## src/rtl/muldiv_unit_if.sv

```systemverilog
// Request/response bundle between the control path, register-file read/write ports
// and the iterative RV32M multiply/divide unit.
interface muldiv_unit_if #(
  parameter int W = 32
);
  logic         start;
  logic [2:0]   funct3;
  logic [W-1:0] rs1_val;
  logic [W-1:0] rs2_val;
  logic [4:0]   rd_in;
  logic         busy;
  logic         done;
  logic [W-1:0] result;
  logic [4:0]   rd_out;
  logic         RegWEn_out;

  modport master (
    output start, funct3, rs1_val, rs2_val, rd_in,
    input  busy, done, result, rd_out, RegWEn_out
  );

  modport slave (
    input  start, funct3, rs1_val, rs2_val, rd_in,
    output busy, done, result, rd_out, RegWEn_out
  );
endinterface

```

## src/rtl/muldiv_unit.sv

```systemverilog
// Iterative RV32M multiply/divide unit: 32-step shift-add / restoring divide, then sign fix.
// Optional MULDIV_EARLY_OUT_EN: divide-by-zero and signed overflow skip the CALC phase.
module muldiv_unit #(
  parameter int W = 32
) (
  input  logic         clk,
  input  logic         AReset,
  muldiv_unit_if.slave bus
);

  typedef enum logic [1:0] {IDLE = 2'd0, CALC = 2'd1, FIX = 2'd2, DONE = 2'd3} state_t;

  localparam logic [W-1:0] MIN_NEG = {1'b1, {(W-1){1'b0}}};

  state_t         state_r, state_s;
  logic [5:0]     step_r;
  logic [2:0]     f3_r;
  logic [W-1:0]   a_r, b_r, hi_r, lo_r;
  logic [4:0]     rd_r;
  logic [W-1:0]   result_r;
  logic [4:0]     rd_out_r;
  logic           done_r, wen_r;

  logic           a_sgn_s, b_sgn_s, is_div_s, early_s;
  logic [W-1:0]   a_mag_s, b_mag_s;
  logic [W:0]     sum_s, shift_s, diff_s;
  logic [2*W-1:0] prod_fix_s;
  logic [W-1:0]   quo_fix_s, rem_fix_s, fix_result_s;
  logic           div0_s, ovf_s;

  function automatic logic sgn_a_f(input logic [2:0] f3);
    case (f3)
      3'b001, 3'b010, 3'b100, 3'b110: sgn_a_f = 1'b1;
      default:                        sgn_a_f = 1'b0;
    endcase
  endfunction

  function automatic logic sgn_b_f(input logic [2:0] f3);
    case (f3)
      3'b001, 3'b100, 3'b110: sgn_b_f = 1'b1;
      default:                sgn_b_f = 1'b0;
    endcase
  endfunction

  function automatic logic [W-1:0] mag_f(input logic [W-1:0] v, input logic sgn);
    if (sgn && v[W-1]) mag_f = {W{1'b0}} - v;
    else               mag_f = v;
  endfunction

  assign a_sgn_s  = sgn_a_f(f3_r);
  assign b_sgn_s  = sgn_b_f(f3_r);
  assign is_div_s = f3_r[2];
  assign a_mag_s  = mag_f(a_r, a_sgn_s);
  assign b_mag_s  = mag_f(b_r, b_sgn_s);

  // One shift-add step keeps the 64-bit product in {hi_r, lo_r}, multiplier bits leaving lo_r.
  assign sum_s   = {1'b0, hi_r} + (lo_r[0] ? {1'b0, a_mag_s} : {(W+1){1'b0}});
  // One restoring step: remainder in hi_r, quotient bits shifting into lo_r.
  assign shift_s = {hi_r, lo_r[W-1]};
  assign diff_s  = shift_s - {1'b0, b_mag_s};

`ifdef MULDIV_EARLY_OUT_EN
  assign early_s = bus.funct3[2] &
                   ((bus.rs2_val == {W{1'b0}}) |
                    (((bus.funct3 == 3'b100) | (bus.funct3 == 3'b110)) &
                     (bus.rs1_val == MIN_NEG) & (bus.rs2_val == {W{1'b1}})));
`else
  assign early_s = 1'b0;
`endif

  assign div0_s = is_div_s & (b_r == {W{1'b0}});
  assign ovf_s  = is_div_s & b_sgn_s & (a_r == MIN_NEG) & (b_r == {W{1'b1}});

  // Sign correction and result selection for the FIX cycle.
  always_comb begin
    prod_fix_s   = {hi_r, lo_r};
    quo_fix_s    = lo_r;
    rem_fix_s    = hi_r;
    fix_result_s = {W{1'b0}};
    if ((a_sgn_s & a_r[W-1]) ^ (b_sgn_s & b_r[W-1])) prod_fix_s = {(2*W){1'b0}} - {hi_r, lo_r};
    else                                              prod_fix_s = {hi_r, lo_r};
    if (b_sgn_s && (a_r[W-1] ^ b_r[W-1])) quo_fix_s = {W{1'b0}} - lo_r;
    else                                  quo_fix_s = lo_r;
    if (a_sgn_s && a_r[W-1]) rem_fix_s = {W{1'b0}} - hi_r;
    else                     rem_fix_s = hi_r;
    if (div0_s) begin
      if (f3_r[1]) fix_result_s = a_r;
      else         fix_result_s = {W{1'b1}};
    end else if (ovf_s) begin
      if (f3_r[1]) fix_result_s = {W{1'b0}};
      else         fix_result_s = MIN_NEG;
    end else begin
      case (f3_r)
        3'b000:                 fix_result_s = prod_fix_s[W-1:0];
        3'b001, 3'b010, 3'b011: fix_result_s = prod_fix_s[2*W-1:W];
        3'b100, 3'b101:         fix_result_s = quo_fix_s;
        3'b110, 3'b111:         fix_result_s = rem_fix_s;
        default:                fix_result_s = {W{1'b0}};
      endcase
    end
  end

  // State register.
  always_ff @(posedge clk or negedge AReset) begin
    if (!AReset) state_r <= IDLE;
    else         state_r <= state_s;
  end

  // Next-state decode.
  always_comb begin
    state_s = state_r;
    case (state_r)
      IDLE: begin
        if (bus.start) state_s = early_s ? FIX : CALC;
        else           state_s = IDLE;
      end
      CALC: begin
        if (step_r == 6'd31) state_s = FIX;
        else                 state_s = CALC;
      end
      FIX:     state_s = DONE;
      DONE:    state_s = IDLE;
      default: state_s = IDLE;
    endcase
  end

  // Operand capture, iteration datapath and registered outputs.
  always_ff @(posedge clk or negedge AReset) begin
    if (!AReset) begin
      step_r   <= 6'd0;
      f3_r     <= 3'd0;
      a_r      <= {W{1'b0}};
      b_r      <= {W{1'b0}};
      hi_r     <= {W{1'b0}};
      lo_r     <= {W{1'b0}};
      rd_r     <= 5'd0;
      result_r <= {W{1'b0}};
      rd_out_r <= 5'd0;
      done_r   <= 1'b0;
      wen_r    <= 1'b0;
    end else begin
      case (state_r)
        IDLE: begin
          if (bus.start) begin
            f3_r   <= bus.funct3;
            a_r    <= bus.rs1_val;
            b_r    <= bus.rs2_val;
            rd_r   <= bus.rd_in;
            step_r <= 6'd0;
            hi_r   <= {W{1'b0}};
            lo_r   <= bus.funct3[2] ? mag_f(bus.rs1_val, sgn_a_f(bus.funct3))
                                    : mag_f(bus.rs2_val, sgn_b_f(bus.funct3));
          end
        end
        CALC: begin
          step_r <= step_r + 6'd1;
          if (is_div_s) begin
            if (!diff_s[W]) begin
              hi_r <= diff_s[W-1:0];
              lo_r <= {lo_r[W-2:0], 1'b1};
            end else begin
              hi_r <= shift_s[W-1:0];
              lo_r <= {lo_r[W-2:0], 1'b0};
            end
          end else begin
            hi_r <= sum_s[W:1];
            lo_r <= {sum_s[0], lo_r[W-1:1]};
          end
        end
        FIX: begin
          result_r <= fix_result_s;
          rd_out_r <= rd_r;
          done_r   <= 1'b1;
          wen_r    <= (rd_r != 5'd0);
        end
        DONE: begin
          done_r <= 1'b0;
          wen_r  <= 1'b0;
        end
        default: begin
          done_r <= 1'b0;
          wen_r  <= 1'b0;
        end
      endcase
    end
  end

  assign bus.busy       = (state_r != IDLE);
  assign bus.done       = done_r;
  assign bus.result     = result_r;
  assign bus.rd_out     = rd_out_r;
  assign bus.RegWEn_out = wen_r;

endmodule

```

## src/flat_wrapper.sv

```systemverilog
// flat-port wrapper written by rule: the top's interface ports become plain ports
module muldiv_unit_flat 
#(
  parameter int W = 32
)
  (clk, AReset, bus_start, bus_funct3, bus_rs1_val, bus_rs2_val, bus_rd_in, bus_busy, bus_done, bus_result, bus_rd_out, bus_RegWEn_out);
  muldiv_unit_if #(.W(W)) bus_i ();
  input  logic clk;
  input  logic AReset;
  input wire logic [$bits(bus_i.start)-1:0] bus_start;
  input wire logic [$bits(bus_i.funct3)-1:0] bus_funct3;
  input wire logic [$bits(bus_i.rs1_val)-1:0] bus_rs1_val;
  input wire logic [$bits(bus_i.rs2_val)-1:0] bus_rs2_val;
  input wire logic [$bits(bus_i.rd_in)-1:0] bus_rd_in;
  output wire logic [$bits(bus_i.busy)-1:0] bus_busy;
  output wire logic [$bits(bus_i.done)-1:0] bus_done;
  output wire logic [$bits(bus_i.result)-1:0] bus_result;
  output wire logic [$bits(bus_i.rd_out)-1:0] bus_rd_out;
  output wire logic [$bits(bus_i.RegWEn_out)-1:0] bus_RegWEn_out;
  assign bus_i.start = bus_start;
  assign bus_i.funct3 = bus_funct3;
  assign bus_i.rs1_val = bus_rs1_val;
  assign bus_i.rs2_val = bus_rs2_val;
  assign bus_i.rd_in = bus_rd_in;
  assign bus_busy = bus_i.busy;
  assign bus_done = bus_i.done;
  assign bus_result = bus_i.result;
  assign bus_rd_out = bus_i.rd_out;
  assign bus_RegWEn_out = bus_i.RegWEn_out;
  muldiv_unit #(.W(W)) u_core (.clk(clk), .AReset(AReset), .bus(bus_i));
endmodule
```

## config.mk

```make
export PLATFORM = sky130hd
export DESIGN_NAME = muldiv_unit_flat
export DESIGN_NICKNAME = d
export VERILOG_FILES = /design/src/rtl/muldiv_unit_if.sv /design/src/rtl/muldiv_unit.sv /design/src/flat_wrapper.sv
export SDC_FILE = /design/constraint.sdc
export NUM_CORES = 1
export LEC_CHECK = 0
export CAP_MARGIN = 25
export CORE_MARGIN = 4
export CORE_UTILIZATION = 60
export CTS_CLUSTER_DIAMETER = 40
export DETAILED_ROUTE_END_ITERATION = 16
export PLACE_DENSITY = 0.92
export SYNTH_ARGS = -nofsm -noshare
export SYNTH_HDL_FRONTEND = slang
export SYNTH_SLANG_ARGS = --single-unit
```

## constraint.sdc

```tcl
create_clock -name clk -period 7.2 [get_ports clk]
set_input_delay 0.72 -clock clk [delete_from_list [all_inputs] [get_ports clk]]
set_output_delay 0.72 -clock clk [all_outputs]
set_load 0.03 [all_outputs]
```

==> flow_summary.json <==
{
  "status": "finished, final reports clean",
  "min_period_over_period_pct": 82.1,
  "cts_max_path_buffers": 2,
  "yosys-top-cells-area": "dfrtp_1 (26%), nand2_1 (7.5%), xnor2_1 (6.2%), a21oi_1 (6.2%), xor2_1 (6.0%)",
  "clock-root-buffer": "clkbuf_16",
  "post_cts_buffers": 0,
  "muxShareOfSynthArea_pct": 2.64,
  "synth_top_area_cell": "dfrtp_1",
  "grt_max_degree": 83,
  "fin_worst_skew_ps": 23.2,
  "rows": 62,
  "power.leakage_nw": 7.92,
  "ys.flop_type": "dfrtp_1",
  "hold_viol_final": 0,
  "required_ps": 7500,
  "core_area_sq_um": 28800,
  "dp_hpwl_mm": 49.5,
  "portBuffers": 114,
  "seq_area_frac_synth_pct": 26.0,
  "utilization_pct": 67.5,
  "routedWlPerCell_um": 24.1,
  "initial_core_util_pct": 61.1,
  "async_flop_share_pct": 100,
  "path_max_fanout": 32,
  "postCtsHoldBufs": 0,
  "vdd_drop_max_uv": 348,
  "final_max_slew_viol_count": 0,
  "crit_path_frequent_cell": "a21oi_1",
  "synth_xor_area_share_pct": 12.3,
  "final_nets": 2474,
  "drc": 0,
  "max_stage_delay_ps": 680,
  "crit_chain": "or4_4 > or4_4 > or3_1 > nor4_1 > and2_1 > a21oi_1 > xnor2_1 > ha_1 > a21oi_1 > o21ai_0 > a22o_1 > a41oi_1 > a32o_1 > a21oi_4 > buf_4 > nor2_1 > a21oi_1 > o221ai_1",
  "gp_congestion": 1.08,
  "synthSimpleGateAreaFrac_pct": 22.4,
  "synth-edff-count": 0,
  "ant_nets": 0,
  "drive_gt1_share_pct": 5.00,
  "ios": 115,
  "hold_class": "primary input to async pin",
  "post_cts_resize_count": 0,
  "avgSynthCellArea_sq_um": 7.54,
  "cp_slowest_cell": "a21oi_4",
  "die_x_um": 179,
  "relSlewSlack_pct": 34.9,
  "post-route-min-period_ps": 5910,
  "ys_types": 87,
  "gr-total-overflow": 0,
  "antenna_found_initial": 0,
  "synthCells": 2333,
  "synthesis.area_sq_um": 17600,
  "synthToLayoutAreaGrowth_pct": 10.5,
  "grtUsageTotal_pct": 40.1,
  "path_class": "flip-flop to flip-flop",
  "final-setup-viol-count": 0,
  "maxCapViolations": 0,
  "synth.most_common_cell": "nand2_1",
  "tightest_slew_ps": 973,
  "clock_latency_ps": 460,
  "grt_pass1_wl_mm": 99.5,
  "path_clk_slew_ps": 80,
  "end_kind": "flip-flop",
  "synth_common_cells": "nand2_1 (353), a21oi_1 (218), nor2_1 (198), o21ai_0 (184), dfrtp_1 (183)",
  "grt_setup_unrepaired": "no",
  "cp.arrival_ps": 6210,
  "cp-start-kind": "flip-flop",
  "first_global_vias": 17300,
  "synthAdderAreaFrac_pct": 5.35,
  "syn_nets": 2482,
  "p_per_area_nw_per_um2": 606,
  "max_freq_ghz": 0.169,
  "drt_iter0_drc": 2893,
  "fin_setup_tns_ps": 0,
  "die_area_sq_um": 32100,
  "cts_inserted_buffers": 17,
  "viasPerCell": 6.99,
  "yosys_warnings": 0,
  "synth_top_family_by_area": "compound AO/OA/AOI/OAI gates",
  "first_pass_iters": 7,
  "htreeDepth": 4,
  "wl_mm": 65.6,
  "cts_sinks": 183,
  "dieHeight_um": 179,
  "synth_seq_cells": 183,
  "synth_compound_area_share_pct": 26.6,
  "cts_tree": "built",
  "synth_top_area_share_pct": 26.0,
  "vias": 19000
}
## where the power goes
group | leakage, nW | internal (mW) | switching, mW | total (mW)
logic | 5.31 | 3.29 | 4.81 | 8.10
registers | 2.30 | 1.46 | 1.20 | 2.66
clock network | 0.308 | 0.485 | 0.524 | 1.01
## cells by family after synthesis
group | after synthesis
flops | 183
fa+ha+maj | 74
compound gates | 743
xor+xnor | 246
buf+inv | 209
simple gates | 832
mux | 46
## state kept, by name (all words and copies together) (netlist names), named ones only
register and count:
u_core.a_r 32, u_core.b_r 32, u_core.bus.result 32, u_core.hi_r 32
u_core.lo_r 32, u_core.step_r 6, u_core.bus.rd_out 5, u_core.rd_r 5
u_core.f3_r 3, u_core.bus.RegWEn_out 1, u_core.bus.done 1, u_core.state_r 1
## stage by stage
step                      area (sq um)  hold slack (ps)  setup slack (ps)  power (mW)  instances
final                            19400              281              1290        11.8       2723
after CTS                        19400              320              1400        11.4       2721
after floorplan                  17600              424              2490        8.22       2333
after global placement           18800              463              1630        10.2       2689
after global routing             19400              345               956        12.5       2722
after detailed placement         18800              468              1440        10.4       2689
## worst paths after layout
| kind | cells past startpoint | start | slack, ps | to |
|---|---|---|---|---|
| max in group asynchronous | 2 | AReset | 5570 | u_core.lo_r[6] |
| setup reg to reg | 18 | u_core.b_r[7] | 1290 | u_core.hi_r[7] |
| hold / removal | 1 | AReset | 280 | u_core.hi_r[30] |
| hold reg to reg | 2 | u_core.bus.rd_out[2] | 480 | u_core.bus.rd_out[2] |
| setup / recovery | 18 | u_core.b_r[7] | 1290 | u_core.hi_r[7] |
| min in group clk | 2 | u_core.bus.rd_out[2] | 480 | u_core.bus.rd_out[2] |
## layer usage
| layer | track usage [%] | vias to the layer above | wire length [um] |
|---|---|---|---|
| met1 | 55.7 | 9003 | 26000 |
| li1 | - | 8402 | - |
| met4 | 18.4 | 0 | 3620 |
| met5 | 0 | - | 0 |
| met3 | 8.67 | 247 | 8100 |
| met2 | 59.8 | 1391 | 27900 |
## cell type report
cell class                 count  area, sq um
antenna                        1         2.50
timing repair buffer         143         1370
clock buffer                  17          425
sequential                   183         4580
tap                          384          480
inverter                      39          146
clock inverter                15          220
multi-input combinational   1941        12200
fill                        2450         9350
## critical path, delay by kind of cell (launching register included)
| family | cells | cell delay (ps) |
|---|---|---|
| flops | 1 | 460 |
| compound gates | 9 | 2010 |
| fa+ha+maj | 1 | 380 |
| xor+xnor | 1 | 190 |
| simple gates | 6 | 2340 |
| buf+inv | 1 | 370 |
## cells in the final DEF, fill, tap and decap left out, types with 23 or more instances in the layout
| cell type | count |
|---|---|
| nand2_1 | 352 |
| inv_1 | 39 |
| xor2_1 | 121 |
| o21ai_0 | 184 |
| or3_1 | 26 |
| nor3_1 | 52 |
| a21o_1 | 30 |
| ha_1 | 72 |
| nand2b_1 | 27 |
| a31oi_1 | 23 |
| a211oi_1 | 64 |
| nor2_1 | 197 |
| mux2i_1 | 43 |
| nand3_1 | 27 |
| xnor2_1 | 125 |
| a21oi_1 | 217 |
| buf_4 | 28 |
| o211ai_1 | 28 |
| clkdlybuf4s50_1 | 112 |
| dfrtp_1 | 182 |
| o31ai_1 | 33 |
Note: power is estimated with default switching activity, not from simulation.
